<file path="config.mk">
export PLATFORM = sky130hd
export DESIGN_NAME = mul21_result_serializer
export DESIGN_NICKNAME = d
export VERILOG_FILES = /design/src/rtl/mul21_result_serializer.sv
export SDC_FILE = /design/constraint.sdc
export NUM_CORES = 1
export LEC_CHECK = 0
export ABC_AREA = 0
export CORE_UTILIZATION = 49
export CTS_CLUSTER_SIZE = 14
export DETAILED_ROUTE_END_ITERATION = 12
export HOLD_SLACK_MARGIN = 0.03
export PLACE_DENSITY = 0.78
export SLEW_MARGIN = 20
export SYNTH_ARGS = -nofsm -noshare
export SYNTH_HDL_FRONTEND = slang
export SYNTH_SLANG_ARGS = --single-unit
</file>
<file path="constraint.sdc">
create_clock -name clk -period 2.3 [get_ports clk]
set_input_delay 0.46 -clock clk [delete_from_list [all_inputs] [get_ports clk]]
set_output_delay 0.46 -clock clk [all_outputs]
set_load 0.02 [all_outputs]
</file>
<file path="src/rtl/mul21_result_serializer.sv">
// mul21_result_serializer
//
// Captures the 42 product columns of the mul21 compressor on a sample strobe and streams them out
// LSB first as six 8-bit bytes over a valid/ready handshake. A one-deep pending buffer lets
// back-to-back products go out without bubbles. A sticky flag records any dropped samples.
//
// Ports:
//   clk, rst_n     clock and asynchronous active-low reset
//   dst0..dst41    product bits, dst0 is the LSB
//   sample_en      capture strobe for the current dst* value
//   out_data       current byte (zero when out_valid is low)
//   out_valid      out_data is valid
//   out_ready      consumer accepts the byte
//   out_last       high with the final byte (index 5) of each product
//   busy           high while a frame is being sent
//   overrun        sticky, a sample was dropped
//   overrun_clr    synchronous clear of overrun (a same-cycle drop wins)
module mul21_result_serializer #(
  parameter int unsigned WIDTH = 42,
  parameter int unsigned BYTES = 6
) (
  input  logic       clk,
  input  logic       rst_n,
  input  logic       dst0,  dst1,  dst2,  dst3,  dst4,  dst5,  dst6,  dst7,
  input  logic       dst8,  dst9,  dst10, dst11, dst12, dst13, dst14, dst15,
  input  logic       dst16, dst17, dst18, dst19, dst20, dst21, dst22, dst23,
  input  logic       dst24, dst25, dst26, dst27, dst28, dst29, dst30, dst31,
  input  logic       dst32, dst33, dst34, dst35, dst36, dst37, dst38, dst39,
  input  logic       dst40, dst41,
  input  logic       sample_en,
  output logic [7:0] out_data,
  output logic       out_valid,
  input  logic       out_ready,
  output logic       out_last,
  output logic       busy,
  output logic       overrun,
  input  logic       overrun_clr
);

  localparam int unsigned FW = BYTES * 8;
  localparam logic [2:0] LastIdx = 3'(BYTES - 1);

  typedef enum logic {StIdle, StSend} state_e;

  logic [WIDTH-1:0] dst_vec;
  logic [FW-1:0]    frame;

  assign dst_vec = {dst41, dst40, dst39, dst38, dst37, dst36, dst35, dst34, dst33, dst32,
                    dst31, dst30, dst29, dst28, dst27, dst26, dst25, dst24, dst23, dst22,
                    dst21, dst20, dst19, dst18, dst17, dst16, dst15, dst14, dst13, dst12,
                    dst11, dst10, dst9,  dst8,  dst7,  dst6,  dst5,  dst4,  dst3,  dst2,
                    dst1,  dst0};
  assign frame = {{(FW - WIDTH){1'b0}}, dst_vec};

  state_e        state_q, state_d;
  logic [FW-1:0] cur_q, cur_d;
  logic [FW-1:0] pend_q, pend_d;
  logic          pend_v_q, pend_v_d;
  logic [2:0]    idx_q, idx_d;
  logic          overrun_q, overrun_d;
  logic [7:0]    out_data_q, out_data_d;
  logic          out_valid_q, out_last_q;

  logic hs;
  logic last_hs;
  logic drop;

  // In SEND out_valid is always high, so the handshake reduces to out_ready.
  assign hs      = (state_q == StSend) && out_ready;
  assign last_hs = hs && (idx_q == LastIdx);

  always_comb begin
    state_d  = state_q;
    cur_d    = cur_q;
    pend_d   = pend_q;
    pend_v_d = pend_v_q;
    idx_d    = idx_q;
    drop     = 1'b0;

    unique case (state_q)
      StIdle: begin
        if (sample_en) begin
          cur_d   = frame;
          idx_d   = 3'd0;
          state_d = StSend;
        end
      end
      StSend: begin
        if (last_hs) begin
          if (pend_v_q) begin
            cur_d = pend_q;
            idx_d = 3'd0;
            // A coincident strobe refills the slot just vacated.
            if (sample_en) begin
              pend_d = frame;
            end else begin
              pend_v_d = 1'b0;
            end
          end else if (sample_en) begin
            cur_d = frame;
            idx_d = 3'd0;
          end else begin
            state_d = StIdle;
          end
        end else begin
          if (hs) begin
            idx_d = idx_q + 3'd1;
          end
          if (sample_en) begin
            if (!pend_v_q) begin
              pend_d   = frame;
              pend_v_d = 1'b1;
            end else begin
              drop = 1'b1;
            end
          end
        end
      end
      default: state_d = StIdle;
    endcase

    overrun_d = drop ? 1'b1 : (overrun_clr ? 1'b0 : overrun_q);

    // Outputs are registered from next-state values so they line up with the new state.
    out_data_d = 8'h00;
    if (state_d == StSend) begin
      for (int k = 0; k < BYTES; k++) begin
        if (idx_d == 3'(k)) out_data_d = cur_d[k*8 +: 8];
      end
    end
  end

  always_ff @(posedge clk or negedge rst_n) begin
    if (!rst_n) begin
      state_q     <= StIdle;
      cur_q       <= '0;
      pend_q      <= '0;
      pend_v_q    <= 1'b0;
      idx_q       <= 3'd0;
      overrun_q   <= 1'b0;
      out_data_q  <= 8'h00;
      out_valid_q <= 1'b0;
      out_last_q  <= 1'b0;
    end else begin
      state_q     <= state_d;
      cur_q       <= cur_d;
      pend_q      <= pend_d;
      pend_v_q    <= pend_v_d;
      idx_q       <= idx_d;
      overrun_q   <= overrun_d;
      out_data_q  <= out_data_d;
      out_valid_q <= (state_d == StSend);
      out_last_q  <= (state_d == StSend) && (idx_d == LastIdx);
    end
  end

  assign out_data  = out_data_q;
  assign out_valid = out_valid_q;
  assign out_last  = out_last_q;
  assign busy      = out_valid_q;
  assign overrun   = overrun_q;

endmodule

</file>
==> flow_summary_export.csv <==
group,metric,value,unit
sta,rsz0062_at_grt,"yes",
power_and_ir_drop,switchingPower,2.61,mW
global_routing,grt_pass1_wl,19.5,mm
critical_path,path_max_fanout,11,
critical_path,crit_arrival,2.46,ns
floorplanning,die_height,102,um
floorplanning,ios,59,
logic_synthesis,ys_seq_area_frac,0.533,
sta,fmax,0.451,GHz
finish,antenna_cells,0,
cts,post_cts_buffers,0,
finish,final_util,0.641,
floorplanning,core,0.00977,mm^2
critical_path,critPathBufInv,2,
sta,whs,0.110,ns
critical_path,critPathMaxStageDelay,0.55,ns
critical_path,required,2.54,ns
floorplanning,initial_core_util,0.504,
floorplanning,die_w,102,um
global_routing,overflow,0,
power_and_ir_drop,power_frac_clock,0.156,
power_and_ir_drop,internal_power,4.82,mW
outcome,outcome,"completed",
logic_synthesis,yosys_warnings,0,
critical_path,setup.worst_path.start_class,"primary input",
detailed_routing,drcViolationCount,0,
logic_synthesis,synth_cells,428,
critical_path,crit_path_top_delay_cell,"clkdlybuf4s50_1",
sta,setup_slack,0.0805,ns
cts,clkTransAtPathRegs,0.10,ns
power_and_ir_drop,irDropWorstVdd,0.000578,V
finish,fillers,756,
detailed_routing,wl_per_cell,18.3,um
sta,finalHoldViolCount,0,
cts,insertion_delay,0.37,ns
detailed_routing,routed_wl,12.2,mm
detailed_routing,viasPerCell,5.86,
detailed_routing,drtAntennaViolNets,0,
cts,cts_made_buffers,9,
critical_path,critical_path_class,"primary input to register",
job,cap_viol_max_count,0,
logic_synthesis,ys_async_sr_fraction,1.00,
logic_synthesis,ys_seq_elements,105,
power_and_ir_drop,p_comb_frac,0.426,
critical_path,cp-end-kind,"register",
power_and_ir_drop,power_density,1190,mW/mm^2
cts,cts.path.max_buffers,2,
sta,finalSetupViolCount,0,
finish,final_area,0.00627,mm^2
cts,cts_htree_levels,3,
sta,drv_slew,0,
power_and_ir_drop,power_frac_seq,0.418,
sta,post-route-min-period,2.22,ns
sta,relSlewSlack,0.557,
finish,fin_nets,577,
sta,post-route-period-util,0.965,
detailed_routing,vias,3896,
cts,cts_tree,"done",
placed_design,dpl_worst_slack,-0.289,ns
logic_synthesis,ys.flop_type,"dfrtp_1",
detailed_routing,drt_iter0_drc,186,
global_routing,grt_start_max_net_pins,50,
logic_synthesis,yosysUniqueCellTypes,47,
logic_synthesis,avgSynthCellArea,11.5,um^2
logic_synthesis,synth_edf_count,0,
placed_design,placed_cell_area,0.00602,mm^2
logic_synthesis,syn_nets,477,
placed_design,gp_congestion,0.920,
detailed_routing,dr.pass1.iters,5,
power_and_ir_drop,power.leakage,2.82,nW
finish,syn2layout_area_growth,27.1,%
placed_design,io_buffer_count,58,
sta,worst-slew-pin-transition,0.665,ns
critical_path,cp_top_family,"buffers and inverters",
floorplanning,dieArea,0.0105,mm^2
critical_path,cpMostUsedCell,"o211ai_1",
sta,fin_skew,0.00881,ns
floorplanning,rows,36,
cts,clkSinkCount,105,
worst_hold_path,hold_path_class,"primary input to async pin",
finish,drive_gt1_frac,0.267,
cts,cts-root-buf,"clkbuf_8",
critical_path,crit_chain,"clkdlybuf4s50_1, nand4b_2, nand2_1, buf_12, a222oi_1, nand3_1, o211ai_1, o211ai_1",
logic_synthesis,syn_area,0.00493,mm^2
placed_design,dp_hpwl,8.53,mm
global_routing,antenna_found_initial,0,
power_and_ir_drop,swShare,0.352,
global_routing,grt_usage,0.247,
global_routing,grt_pass1_vias,3963,
## power groups by stage
stage | sequential, mW | combinational (mW) | clock (mW)
after floorplan | 3.08 | 1.80 | 0
after global placement | 3.06 | 2.92 | 0
after detailed placement | 3.12 | 3.03 | 0
after CTS | 3.09 | 3.05 | 1.18
after global routing | 3.18 | 3.44 | 1.25
final | 3.11 | 3.17 | 1.16
## cells in the final DEF, fill, tap and decap left out, types with 8 or more instances in the layout
cell and instances:
a21oi_1 21, a222oi_1 8, a22oi_1 8, and2_1 9, buf_4 56, clkbuf_8 10, clkdlybuf4s50_1 56, dfrtp_1 104
inv_1 16, mux2_2 47, mux2i_1 27, nand2_1 21, nand3_1 13, nor2_1 21, o211ai_1 12, o21ai_0 13
o22ai_1 25
## cell families after synthesis
logic type	Yosys count	share of synthesized area
simple gates	85	0.0899
fa+ha+maj	2	0.00508
mux	75	0.164
compound gates	114	0.157
buf+inv	47	0.0503
flops	105	0.533
## area by class of cell
type	instances	area [um^2]	share of cell area
timing repair buffer	119	1110	0.177
tap	133	166	0.0266
clock buffer	11	141	0.0226
sequential	105	2630	0.420
multi-input combinational	276	2110	0.336
clock inverter	4	52.6	0.00839
inverter	17	63.8	0.0102
## layer usage
metal	GRT usage	wire length [um]	vias up
li1	-	-	1788
met1	0.325	5360	1969
met2	0.410	6090	112
met3	0.0335	379	27
met4	0.107	363	0
met5	0	0	-
## Yosys cell counts (2+ instances only)
cell type / count / share of area
buf_2: 12 / 0.012
clkbuf_1: 6 / 0.0046
o21ai_0: 13 / 0.013
ha_1: 2 / 0.0051
nand3b_1: 2 / 0.0030
a22oi_1: 8 / 0.012
and3_1: 6 / 0.0076
o21ai_1: 3 / 0.0030
nor2_1: 22 / 0.017
a211oi_1: 2 / 0.0030
dfrtp_1: 105 / 0.53
nor3_2: 2 / 0.0041
a222oi_1: 8 / 0.016
buf_1: 2 / 0.0015
o221ai_1: 2 / 0.0036
and2_1: 9 / 0.011
mux2i_1: 28 / 0.057
a311o_1: 2 / 0.0041
a21oi_1: 22 / 0.022
inv_1: 16 / 0.012
nand2_1: 21 / 0.016
o22ai_1: 25 / 0.032
a21oi_2: 2 / 0.0036
buf_4: 5 / 0.0076
a31oi_1: 2 / 0.0025
and3_4: 2 / 0.0046
buf_6: 5 / 0.011
a32oi_1: 6 / 0.011
nand3_1: 13 / 0.013
mux2_2: 47 / 0.11
o211ai_1: 12 / 0.018
## worst paths after layout
path	from	end	slack, ns	cells past startpoint
worst min register to register	cur_q[46]$_DFF_PN0_	cur_q[46]$_DFF_PN0_	0.49	1
min in group clk	cur_q[46]$_DFF_PN0_	cur_q[46]$_DFF_PN0_	0.49	1
max in group asynchronous	rst_n	busy$_DFF_PN0_	1.55	2
worst min-delay path	rst_n	overrun$_DFFE_PN0P_	0.11	1
worst max-delay path	out_ready	out_data[3]$_DFF_PN0_	0.08	8
worst max register to register	idx_q[1]$_DFF_PN0_	out_data[5]$_DFF_PN0_	0.09	12
## stage by stage
stage	setup TNS [ns]	instances	total power, mW
floorplan	0	428	4.88
global placement	-5.87	650	5.98
detailed placement	-8.74	650	6.15
CTS	0	665	7.32
global route	-0.0243	665	7.87
finish	0	665	7.43
## worst reg2reg max path, cell delays in order, from the launching register on
cell      delay (ns)
dfrtp_1         0.39
buf_4           0.16
ha_1            0.20
o21a_1          0.19
o22ai_1         0.23
buf_4           0.18
a21oi_4         0.05
buf_12          0.16
inv_1           0.07
nor3_2          0.04
buf_4           0.16
o211ai_1        0.10
o211ai_1        0.14
## flip-flops by register name, summed over array words and instances, names as in the netlist
name      flops
idx_q         3
out_data      8
pend_v_q      1
out_last      1
cur_q        48
overrun       1
pend_q       42
busy          1
## timing repair
item	in CTS	in global routing
resized for setup	1	10
pin swaps	0	1
hold endpoints to repair	0	0
setup endpoints to repair	2	8
hold buffers	0	0
Power figures use the tool's default switching activity.
